File: config.mk
export PLATFORM = sky130hd
export DESIGN_NAME = mc_controller
export DESIGN_NICKNAME = d
export VERILOG_FILES = /design/src/rtl/mc_controller.sv
export SDC_FILE = /design/constraint.sdc
export NUM_CORES = 1
export LEC_CHECK = 0
export ABC_AREA = 1
export ABC_CLOCK_PERIOD_IN_PS = 4640
export BUFFER_PORTS_ARGS = -buffer_cell sky130_fd_sc_hd__buf_2
export CAP_MARGIN = 10
export CELL_PAD_IN_SITES_DETAIL_PLACEMENT = 0
export CELL_PAD_IN_SITES_GLOBAL_PLACEMENT = 1
export CORE_MARGIN = 2
export CORE_UTILIZATION = 40
export DETAILED_ROUTE_END_ITERATION = 10
export HOLD_SLACK_MARGIN = 0.12
export PLACE_DENSITY_LB_ADDON = 0.3
export SYNTH_ARGS = -nofsm -noshare
export SYNTH_HDL_FRONTEND = slang
export SYNTH_SLANG_ARGS = --single-unit
File: constraint.sdc
create_clock -name clk -period 4.64 [get_ports clk]
set_input_delay 0.232 -clock clk [delete_from_list [all_inputs] [get_ports clk]]
set_output_delay 0.232 -clock clk [all_outputs]
set_load 0.02 [all_outputs]
File: src/rtl/mc_controller.sv
// mc_controller: multi-cycle control unit for the MIPS-subset CPU.
//
// Sequences each instruction through FETCH, DECODE, EXEC_*, MEM_* and WB_* states and drives
// the datapath enables and mux selects from the latched opcode/funct and the ALU zero flag.
//
// Ports:
//   clk        in   system clock, rising edge
//   reset      in   asynchronous, active-high reset
//   opcode     in   IR[31:26] of the latched instruction
//   funct      in   IR[5:0] of the latched instruction
//   zero       in   ALU result == 0 (used only in BRANCH)
//   state      out  current FSM state code (debug)
//   pc_en      out  PC write enable
//   npc_sel    out  next-PC source: 0 PC+4, 1 branch, 2 jump target, 3 rs (jr)
//   ir_en      out  IR write enable
//   alu_b_sel  out  ALU B operand: 0 rt data, 1 extended imm16
//   ext_op     out  imm16 extension: 0 zero-extend, 1 sign-extend
//   alu_op     out  ALU function: 0 add, 1 sub, 2 or, 3 lui
//   dm_we      out  data-memory write enable
//   rf_we      out  register-file write enable
//   rf_wa_sel  out  write address: 0 rt, 1 rd, 2 $31
//   rf_wd_sel  out  write data: 0 ALU reg, 1 DM reg, 2 PC+4
//   retired    out  count of completed instructions
module mc_controller (
    input  logic        clk,
    input  logic        reset,
    input  logic [5:0]  opcode,
    input  logic [5:0]  funct,
    input  logic        zero,
    output logic [3:0]  state,
    output logic        pc_en,
    output logic [1:0]  npc_sel,
    output logic        ir_en,
    output logic        alu_b_sel,
    output logic        ext_op,
    output logic [1:0]  alu_op,
    output logic        dm_we,
    output logic        rf_we,
    output logic [1:0]  rf_wa_sel,
    output logic [1:0]  rf_wd_sel,
    output logic [31:0] retired
);

    localparam logic [3:0] StFetch   = 4'd0;
    localparam logic [3:0] StDecode  = 4'd1;
    localparam logic [3:0] StExecR   = 4'd2;
    localparam logic [3:0] StExecI   = 4'd3;
    localparam logic [3:0] StMemAddr = 4'd4;
    localparam logic [3:0] StMemRd   = 4'd5;
    localparam logic [3:0] StMemWr   = 4'd6;
    localparam logic [3:0] StWbAlu   = 4'd7;
    localparam logic [3:0] StWbMem   = 4'd8;
    localparam logic [3:0] StBranch  = 4'd9;
    localparam logic [3:0] StJump    = 4'd10;

    logic [3:0]  state_q, state_d;
    logic [31:0] retired_q;

    // Instruction decode
    logic is_r, is_addu, is_subu, is_jr, is_ori, is_lui, is_lw, is_sw, is_beq, is_j, is_jal;

    always_comb begin
        is_r    = (opcode == 6'b000000);
        is_addu = is_r && (funct == 6'b100001);
        is_subu = is_r && (funct == 6'b100011);
        is_jr   = is_r && (funct == 6'b001000);
        is_ori  = (opcode == 6'b001101);
        is_lui  = (opcode == 6'b001111);
        is_lw   = (opcode == 6'b100011);
        is_sw   = (opcode == 6'b101011);
        is_beq  = (opcode == 6'b000100);
        is_j    = (opcode == 6'b000010);
        is_jal  = (opcode == 6'b000011);
    end

    // Next-state logic
    always_comb begin
        state_d = StFetch;
        case (state_q)
            StFetch:   state_d = StDecode;
            StDecode: begin
                if (is_addu || is_subu)             state_d = StExecR;
                else if (is_ori || is_lui)          state_d = StExecI;
                else if (is_lw || is_sw)            state_d = StMemAddr;
                else if (is_beq)                    state_d = StBranch;
                else if (is_j || is_jal || is_jr)   state_d = StJump;
                else                                state_d = StFetch;
            end
            StExecR:   state_d = StWbAlu;
            StExecI:   state_d = StWbAlu;
            StMemAddr: state_d = is_lw ? StMemRd : StMemWr;
            StMemRd:   state_d = StWbMem;
            default:   state_d = StFetch;
        endcase
    end

    always_ff @(posedge clk or posedge reset) begin
        if (reset) begin
            state_q <= StFetch;
        end else begin
            state_q <= state_d;
        end
    end

    // Retire on a return to FETCH from a defined, non-FETCH state; recovery from an
    // undefined code is not an instruction completion.
    always_ff @(posedge clk or posedge reset) begin
        if (reset) begin
            retired_q <= 32'd0;
        end else if (state_d == StFetch && state_q != StFetch && state_q <= StJump) begin
            retired_q <= retired_q + 32'd1;
        end
    end

    // Moore outputs, qualified by the latched opcode/funct where needed
    always_comb begin
        pc_en     = 1'b0;
        npc_sel   = 2'd0;
        ir_en     = 1'b0;
        alu_b_sel = 1'b0;
        ext_op    = 1'b0;
        alu_op    = 2'd0;
        dm_we     = 1'b0;
        rf_we     = 1'b0;
        rf_wa_sel = 2'd0;
        rf_wd_sel = 2'd0;
        case (state_q)
            StFetch: begin
                pc_en = 1'b1;
                ir_en = 1'b1;
            end
            StExecR: begin
                alu_op = is_subu ? 2'd1 : 2'd0;
            end
            StExecI: begin
                alu_b_sel = 1'b1;
                alu_op    = is_lui ? 2'd3 : 2'd2;
            end
            StMemAddr: begin
                alu_b_sel = 1'b1;
                ext_op    = 1'b1;
            end
            StMemWr: begin
                // Keep the address computation driven so the store address is stable.
                dm_we     = 1'b1;
                alu_b_sel = 1'b1;
                ext_op    = 1'b1;
            end
            StWbAlu: begin
                rf_we     = 1'b1;
                rf_wa_sel = is_r ? 2'd1 : 2'd0;
            end
            StWbMem: begin
                rf_we     = 1'b1;
                rf_wd_sel = 2'd1;
            end
            StBranch: begin
                alu_op  = 2'd1;
                npc_sel = 2'd1;
                pc_en   = zero;
            end
            StJump: begin
                pc_en   = 1'b1;
                npc_sel = is_jr ? 2'd3 : 2'd2;
                if (is_jal) begin
                    rf_we     = 1'b1;
                    rf_wa_sel = 2'd2;
                    rf_wd_sel = 2'd2;
                end
            end
            default: ;
        endcase
    end

    assign state   = state_q;
    assign retired = retired_q;

endmodule
; ---- After elaboration in Yosys (flattened, before gate mapping)
; Index checks and enable logic that the tools add are counted.
[word_totals]
ff_bits = 36
input_bits = 15
output_inout_bits = 50
word_cells = 66
[classes]
addsub = 1
magnitude_cmp = 1
n_eq_ne = 20
mux = 23
reduce_logical = 19
[op_table]
columns = op, n
row1 = $add 32x1->32 const B, 1
row2 = $eq 6x6->1 const B, 4
row3 = $mux 4, 5
row4 = $pmux 4 s5, 1
row5 = $eq 6x4->1 const B, 3
row6 = $eq 4x3->1 const B, 4
row7 = $eq 4x4->1 const B, 3
row8 = $eq 6x2->1 const B, 2
row9 = $pmux 2 s2, 3
row10 = $mux 1, 9
row11 = $eq 4x2->1 const B, 2
row12 = $logic_not 4->1, 2
row13 = $reduce_or 2->1, 4
row14 = $eq 6x3->1 const B, 1
row15 = $logic_not 6->1, 1
row16 = $pmux 2 s3, 1
row17 = $logic_and 1x1->1, 5
row18 = $logic_or 1x1->1, 5
row19 = $eq 4x1->1 const B, 1
row20 = $le 4x4->1 const B, 1
row21 = $mux 2, 2
row22 = $pmux 1 s2, 2
row23 = $reduce_bool 4->1, 1
row24 = $reduce_or 3->1, 1

; ---- Longest topological paths before layout
; Gate-level depths: netlist of run 1.
[depth]
ltp_word = 12
ltp_mapped = 13
ltp_nobuf = 12

; ---- Worst setup path after synthesis of run 1
; OpenSTA, ideal clock, no wires.
[synth_timing]
path_type = flip-flop to output port
start = register state_q[1] (netlist: state[1])
end = output rf_we
arrival_ns = 2.066
required_ns = 4.408
slack_ns = 2.342
path_stages_with_launch = 8
n_path_buf = 0
path_cell_list = dfrtp_1 inv_1 nor2_1 inv_1 nor2_1 inv_1 nor3_1 or3_1
[synth_between]
elab_chain_cells = 3
word_cells_on_any_way = 5
classes_between = 3 x eq/ne / 1 x mux / 1 x reduce/logical
[synth_rtl]
columns = element, line
row1 = "start, declared", 56  ; logic [3:0] state_q, state_d;
row2 = "start signal, assigned", 99  ; state_q <= StFetch;
row3 = "start signal, assigned", 101  ; state_q <= state_d;
row4 = $eq 4x4->1 / $eq 4x3->1 (equally long branches), 127  ; case (state_q)
row5 = $reduce_or 2->1 (no line), n/a
row6 = $pmux 1 s2 (*), 127
row7 = "end, declared", 38  ; output logic rf_we,
; Mark *: on every way between the ends. The rest lies on a longest branch, timed or not.

; ---- Final worst setup path of run 1
[layout_timing]
start = register state_q[3] (netlist: state[3])
end = register retired_q[3] (netlist: retired[3])
[layout_between]
elab_chain_cells = 6
word_cells_on_any_way = 13
classes_between = 1 x order compare / 5 x eq/ne / 1 x mux / 6 x reduce/logical
[layout_rtl]
columns = element, line
row1 = $eq 4x2->1, 79  ; case (state_q)
row2 = $reduce_or 2->1 (no line), n/a
row3 = $pmux 4 s5, 79
row4 = $logic_not 4->1, 110  ; end else if (state_d == StFetch && state_q != StFetch && state_q <= StJump) begin
row5 = $logic_and 1x1->1, 110
row6 = $logic_and 1x1->1 (*), 110
row7 = "end signal, assigned", 111  ; retired_q <= retired_q + 32'd1;
row8 = "end, declared", 57  ; logic [31:0] retired_q;
; Marks and branches as above.
; A chain may end at the register's enable or synchronous reset.

==> results of run 1 <==
==> cell usage after synthesis (3+ instances only) <==
| library cell | n | area share (%) |
|---|---|---|
| inv_2 | 3 | 0.40 |
| nor3_1 | 10 | 1.8 |
| nand3b_1 | 6 | 1.6 |
| xor2_1 | 10 | 3.1 |
| dfrtp_1 | 36 | 32 |
| nor2_1 | 75 | 10 |
| buf_2 | 5 | 0.89 |
| nand3_1 | 32 | 5.7 |
| buf_4 | 5 | 1.3 |
| nand4_1 | 39 | 8.7 |
| inv_1 | 53 | 7.1 |
| xnor2_1 | 3 | 0.94 |
| nand2_1 | 155 | 21 |
==> critical path, stage by stage (launching register included) <==
cell and delay (ps):
dfrtp_1 390, inv_2 80, nand2_2 120, nor2_1 90, nand2_1 70, o21ai_0 140
a21oi_4 630, nand3_4 400, nand2_1 160, nand2_1 60
==> state kept, by name (all words and copies together), names as in the netlist <==
signal / count
retired: 32
state: 4
==> cell type report <==
| type | instances | area share [%] |
|---|---|---|
| multi-input cells | 344 | 48.7 |
| flip-flops and latches | 36 | 27.3 |
| repair buffers | 68 | 10.7 |
| clock buffers | 6 | 2.20 |
| clock inverters | 2 | 1.06 |
| inverters | 56 | 6.38 |
| well taps | 96 | 3.64 |
==> cell usage in the layout (no fill, tap or decap), types with 2 or more instances in the layout <==
cell and count:
nand2_1 155, nor2_1 75, buf_2 64, inv_1 53, nand4_1 39, dfrtp_1 36, nand3_1 32, xor2_1 10
nor3_1 10, nand3b_1 6, clkbuf_8 5, inv_2 3, xnor2_1 3, buf_4 3, nand2_2 2, o21ai_0 2
==> cells by family after synthesis <==
kind of cell / share of synthesized area, %
compound gates: 1.21
buf+inv: 10.8
simple gates: 51.3
xor+xnor: 4.06
fa+ha+maj: 0.447
flops: 32.2
==> power by group through the flow <==
stage          combinational (mW)  clock (mW)  sequential, mW
4_1_cts                     0.664       0.284           0.400
2_1_floorplan               0.517           0           0.432
5_1_grt                     0.741       0.296           0.408
6_report                    0.659       0.277           0.400
3_3_place_gp                0.654           0           0.404
3_5_place_dp                0.661           0           0.406
==> routing by layer <==
layer  vias to the layer above  share of wire, %  track usage, %
met5                         -                 0               0
met4                         0               2.2            7.55
met3                        14               3.9            3.20
met2                        84                45            34.5
met1                      1383                49            29.5
li1                       1554                 -               -
==> repair_timing <==
item	CTS	global route
hold endpoints to repair	36	0
resized for setup	0	0
hold buffers	1	0
==> how the worst max path moves through the flow <==
stage | start | endpoint
floorplan | state[1]$_DFF_PP0_ | rf_we
CTS | state[3]$_DFF_PP0_ | retired[3]$_DFFE_PP0P_
finish | state[3]$_DFF_PP0_ | retired[3]$_DFFE_PP0P_
detailed placement | state[2]$_DFF_PP0_ | retired[3]$_DFFE_PP0P_
global route | state[3]$_DFF_PP0_ | retired[1]$_DFFE_PP0P_
global placement | state[2]$_DFF_PP0_ | retired[7]$_DFFE_PP0P_
==> results.sh, run 1 <==
export IMPL_status="finished, final reports clean"
export IMPL_power_mw=1.34
export IMPL_design_area_um2=3300
export IMPL_start_util_pct=41.2
export IMPL_max_freq_mhz=441
export IMPL_drc=0
export IMPL_clk_pin_slew_worst_paths_ps=80
export IMPL_antennaDiodeCount=0
export IMPL_seq_area_um2=901
export IMPL_start_kind="flip-flop"
export IMPL_p_sw_uw=657
export IMPL_grt_ovfl_total=0
export IMPL_firstDrtPassIters=4
export IMPL_async_flop_share_pct=100
export IMPL_cp_required_ps=4830
export IMPL_fill_cells=740
export IMPL_holdWs_ps=319
export IMPL_nNetsFinal=527
export IMPL_multiInputGateArea_um2=1610
export IMPL_hold_end="state[2]$_DFF_PP0_"
export IMPL_core_um2=6790
export IMPL_globalplace_congestion=0.930
export IMPL_synth_cells=450
export IMPL_io_pins=65
export IMPL_worstPathArrival_ps=2460
export IMPL_tritoncts="yes"
export IMPL_finalWorstSetupSlack_ps=2370
export IMPL_power_internal_uw=679
export IMPL_ys_warn_count=0
export IMPL_rows=30
export IMPL_cts_buffers=5
export IMPL_r2r_setup_slack_ps=2370
export IMPL_p_clk_share_pct=20.7
export IMPL_max_cap_violations=0
export IMPL_antenna_found_initial=0
export IMPL_clk_path_buf_depth=2
export IMPL_p_comb_share_pct=49.3
export IMPL_finalWorstPathRequiredPeriod_ps=2270
export IMPL_post_route_util_pct=48.5
export IMPL_dpl_cell_count=599
export IMPL_clock_latency_ps=300
export IMPL_hold_start="opcode[5]"
export IMPL_grtUsageTotal_pct=21.5
export IMPL_syn_avg_cell_area_um2=6.23
export IMPL_seq_area_frac_synth_pct=32.2
export IMPL_die_w_um=87.7
export IMPL_hold_class="in -> reg"
export IMPL_worst_slew_pin_transition_ps=768
export IMPL_synth_ff_type="dfrtp_1"
export IMPL_swShare_pct=49.2
export IMPL_placement_io_buffers=64
export IMPL_cts_sinks=36
export IMPL_vias=3035
export IMPL_synth_edff_count=0
export IMPL_netlist_area_um2=2800
export IMPL_dp_slack_ps=2350
export IMPL_final_layout_size_suffix_gt1_share_pct=16.6
export IMPL_viasPerCell=4.99
export IMPL_hold_viol=0
export IMPL_drtIter0Drc=158
export IMPL_maxSlewViolCount=0
export IMPL_syn_nets=466
export IMPL_p_per_area_nw_per_um2=405
export IMPL_cp_max_fo=28
export IMPL_hpwl_mm=5.88
export IMPL_cts_root_buf="clkbuf_8"
export IMPL_die_y_um=87.7
export IMPL_rr_worst_depth=9
export IMPL_holdPathStages=5
export IMPL_rr_startpoint="state[3]$_DFF_PP0_"
export IMPL_stdcell_count=608
export IMPL_clock_skew_ps=13.4
export IMPL_max_vdd_ir_drop_v=0.000232
export IMPL_power_leakage_nw=1.74
export IMPL_ys_ff_latch=36
export IMPL_totalWireLength_mm=7.66
export IMPL_syn_to_final_growth_pct=17.7
export IMPL_fin_crit_sh_pct=48.9
export IMPL_grt_pass1_vias=2826
export IMPL_sequentialPowerShare_pct=30.0
export IMPL_r2r_end="retired[3]$_DFFE_PP0P_"
export IMPL_cp_end_kind="flip-flop"
export IMPL_rsz0062_at_grt="false"
export IMPL_wl_per_cell_um=12.6
export IMPL_synth_distinct_cells=27
export IMPL_slew_limit_headroom_pct=48.7
export IMPL_grt_start_max_net_pins=37
export IMPL_crit_type="reg -> reg"
export IMPL_cts_htree_levels=2
export IMPL_grt_pass1_wl_mm=13.1
export IMPL_placed_area_um2=3180
export IMPL_setup_tns_ps=0
export IMPL_die_area_um2=7690
export IMPL_postCtsSetupBuffers=0
export IMPL_antenna_left=0
export IMPL_setup_viol=0
Power figures use the tool's default switching activity.
==> run 2, diff against run 1 <==
- ABC_CLOCK_PERIOD_IN_PS: 4640 -> 2300
- CORE_UTILIZATION: 40 -> 37
- clock period: 4.64 -> 2.3 ns (I/O delays scaled with it)
==> results.sh, run 2 (synthesis gave the netlist of run 1 again) <==
export IMPL_status="finished, final reports clean"
export IMPL_drc=0
export IMPL_firstDrtPassIters=4
export IMPL_syn_to_final_growth_pct=19.0
export IMPL_grt_pass1_vias=2870
export IMPL_setup_tns_ps=0
export IMPL_grtUsageTotal_pct=21.3
export IMPL_cts_buffers=5
export IMPL_worstPathArrival_ps=1870
export IMPL_r2r_setup_slack_ps=420
export IMPL_clock_latency_ps=300
export IMPL_grt_pass1_wl_mm=14.2
export IMPL_hold_viol=0
export IMPL_setup_viol=0
export IMPL_p_per_area_nw_per_um2=843
export IMPL_cp_required_ps=2180
export IMPL_max_vdd_ir_drop_v=0.000471
export IMPL_fin_crit_sh_pct=86.2
export IMPL_rows=31
export IMPL_max_cap_violations=0
export IMPL_antenna_found_initial=0
export IMPL_cts_resized=0
export IMPL_core_um2=7290
export IMPL_placement_io_buffers=64
export IMPL_cp_end_kind="output pin"
export IMPL_viasPerCell=4.94
export IMPL_rsz0062_at_grt="false"
export IMPL_die_w_um=91.0
export IMPL_mostFrequentLayoutCell="nand2_1"
export IMPL_nNetsFinal=531
export IMPL_clock_skew_ps=12.6
export IMPL_final_cell_mix="155 x nand2_1, 75 x nor2_1, 64 x buf_2"
export IMPL_max_freq_mhz=504
export IMPL_grt_ovfl_total=0
export IMPL_cts_root_buf="clkbuf_8"
export IMPL_start_util_pct=38.4
export IMPL_dpl_cell_count=606
export IMPL_hpwl_mm=6.30
export IMPL_power_leakage_nw=1.76
export IMPL_grt_start_max_net_pins=37
export IMPL_stdcell_count=615
export IMPL_post_route_util_pct=45.7
export IMPL_hold_class="in -> reg"
export IMPL_die_y_um=91.0
export IMPL_clk_path_buf_depth=2
export IMPL_clk_pin_slew_worst_paths_ps=90
export IMPL_globalplace_congestion=0.875
export IMPL_die_area_um2=8280
export IMPL_start_kind="flip-flop"
export IMPL_wl_per_cell_um=13.6
export IMPL_vias=3038
export IMPL_cts_htree_levels=2
export IMPL_largest_register_ffs=32
export IMPL_crit_type="reg -> out"
export IMPL_maxSlewViolCount=0
export IMPL_drtIter0Drc=170
export IMPL_totalWireLength_mm=8.35
export IMPL_io_pins=65
export IMPL_cp_max_fo=7
export IMPL_worst_slew_pin_transition_ps=487
export IMPL_finalWorstPathRequiredPeriod_ps=1980
export IMPL_antenna_left=0
export IMPL_slew_limit_headroom_pct=67.5
export IMPL_cts_sinks=36
export IMPL_final_layout_size_suffix_gt1_share_pct=17.4
export IMPL_tritoncts="yes"
export IMPL_antennaDiodeCount=0
run 2: cell count changes in the layout (fill, tap and decap cells not counted):
cell,before,now
buf_4,3,7
clkinvlp_4,0,1
clkbuf_1,1,0
run 2: where the power goes:
group / leakage, nW / internal (mW) / switching, mW
Sequential: 0.493 / 0.701 / 0.0923
Combinational: 1.21 / 0.392 / 1.04
Clock: 0.0541 / 0.321 / 0.262
run 2: per-stage QoR:
step                      hold slack, ps  setup slack [ps]  cell area, µm²  total power [mW]
after floorplan                      282               119            2800              1.91
after global placement               257               490            3210              2.23
after detailed placement             266               413            3210              2.24
after CTS                            192               296            3330              2.84
after global routing                 210               116            3330              3.03
final                                189               317            3330              2.81
run 2: final timing paths:
check / depth (start not counted) / from / end
setup / recovery: 7 / state[0]$_DFF_PP0_ / rf_we
hold / removal: 4 / opcode[3] / state[0]$_DFF_PP0_
setup reg to reg: 10 / retired[1]$_DFFE_PP0P_ / retired[24]$_DFFE_PP0P_
hold reg to reg: 2 / retired[31]$_DFFE_PP0P_ / retired[31]$_DFFE_PP0P_
max in group asynchronous: 4 / reset / retired[13]$_DFFE_PP0P_
min in group asynchronous: 4 / reset / retired[18]$_DFFE_PP0P_
run 2: what timing repair did:
item                                   4_1_cts  5_1_grt
endpoints found under the hold margin       36        0
hold buffers                                 1        0
buffers inserted                             0        0
run 2: layer usage:
layer,vias to the layer above,global-route usage [%],part of all wire [%]
li1,1571,-,-
met1,1388,30.5,51
met2,71,33.8,44
met3,8,3.32,3.6
met4,0,4.80,1.2
met5,-,0,0
run 2: layout make-up:
type	count	area, µm²
fillers	833	3960
multi-input cells	344	1610
flip-flops and latches	36	901
repair buffers	72	383
inverters	56	210
well taps	99	124
clock buffers	5	68.8
clock inverters	3	42.5
run 2: worst max-delay path: stages, from the launching register on:
cell and delay [ps]:
dfrtp_1 470, nor2_1 180, inv_1 70, nor2_1 190, inv_1 90, nor3_1 270
or3_1 150, buf_2 150
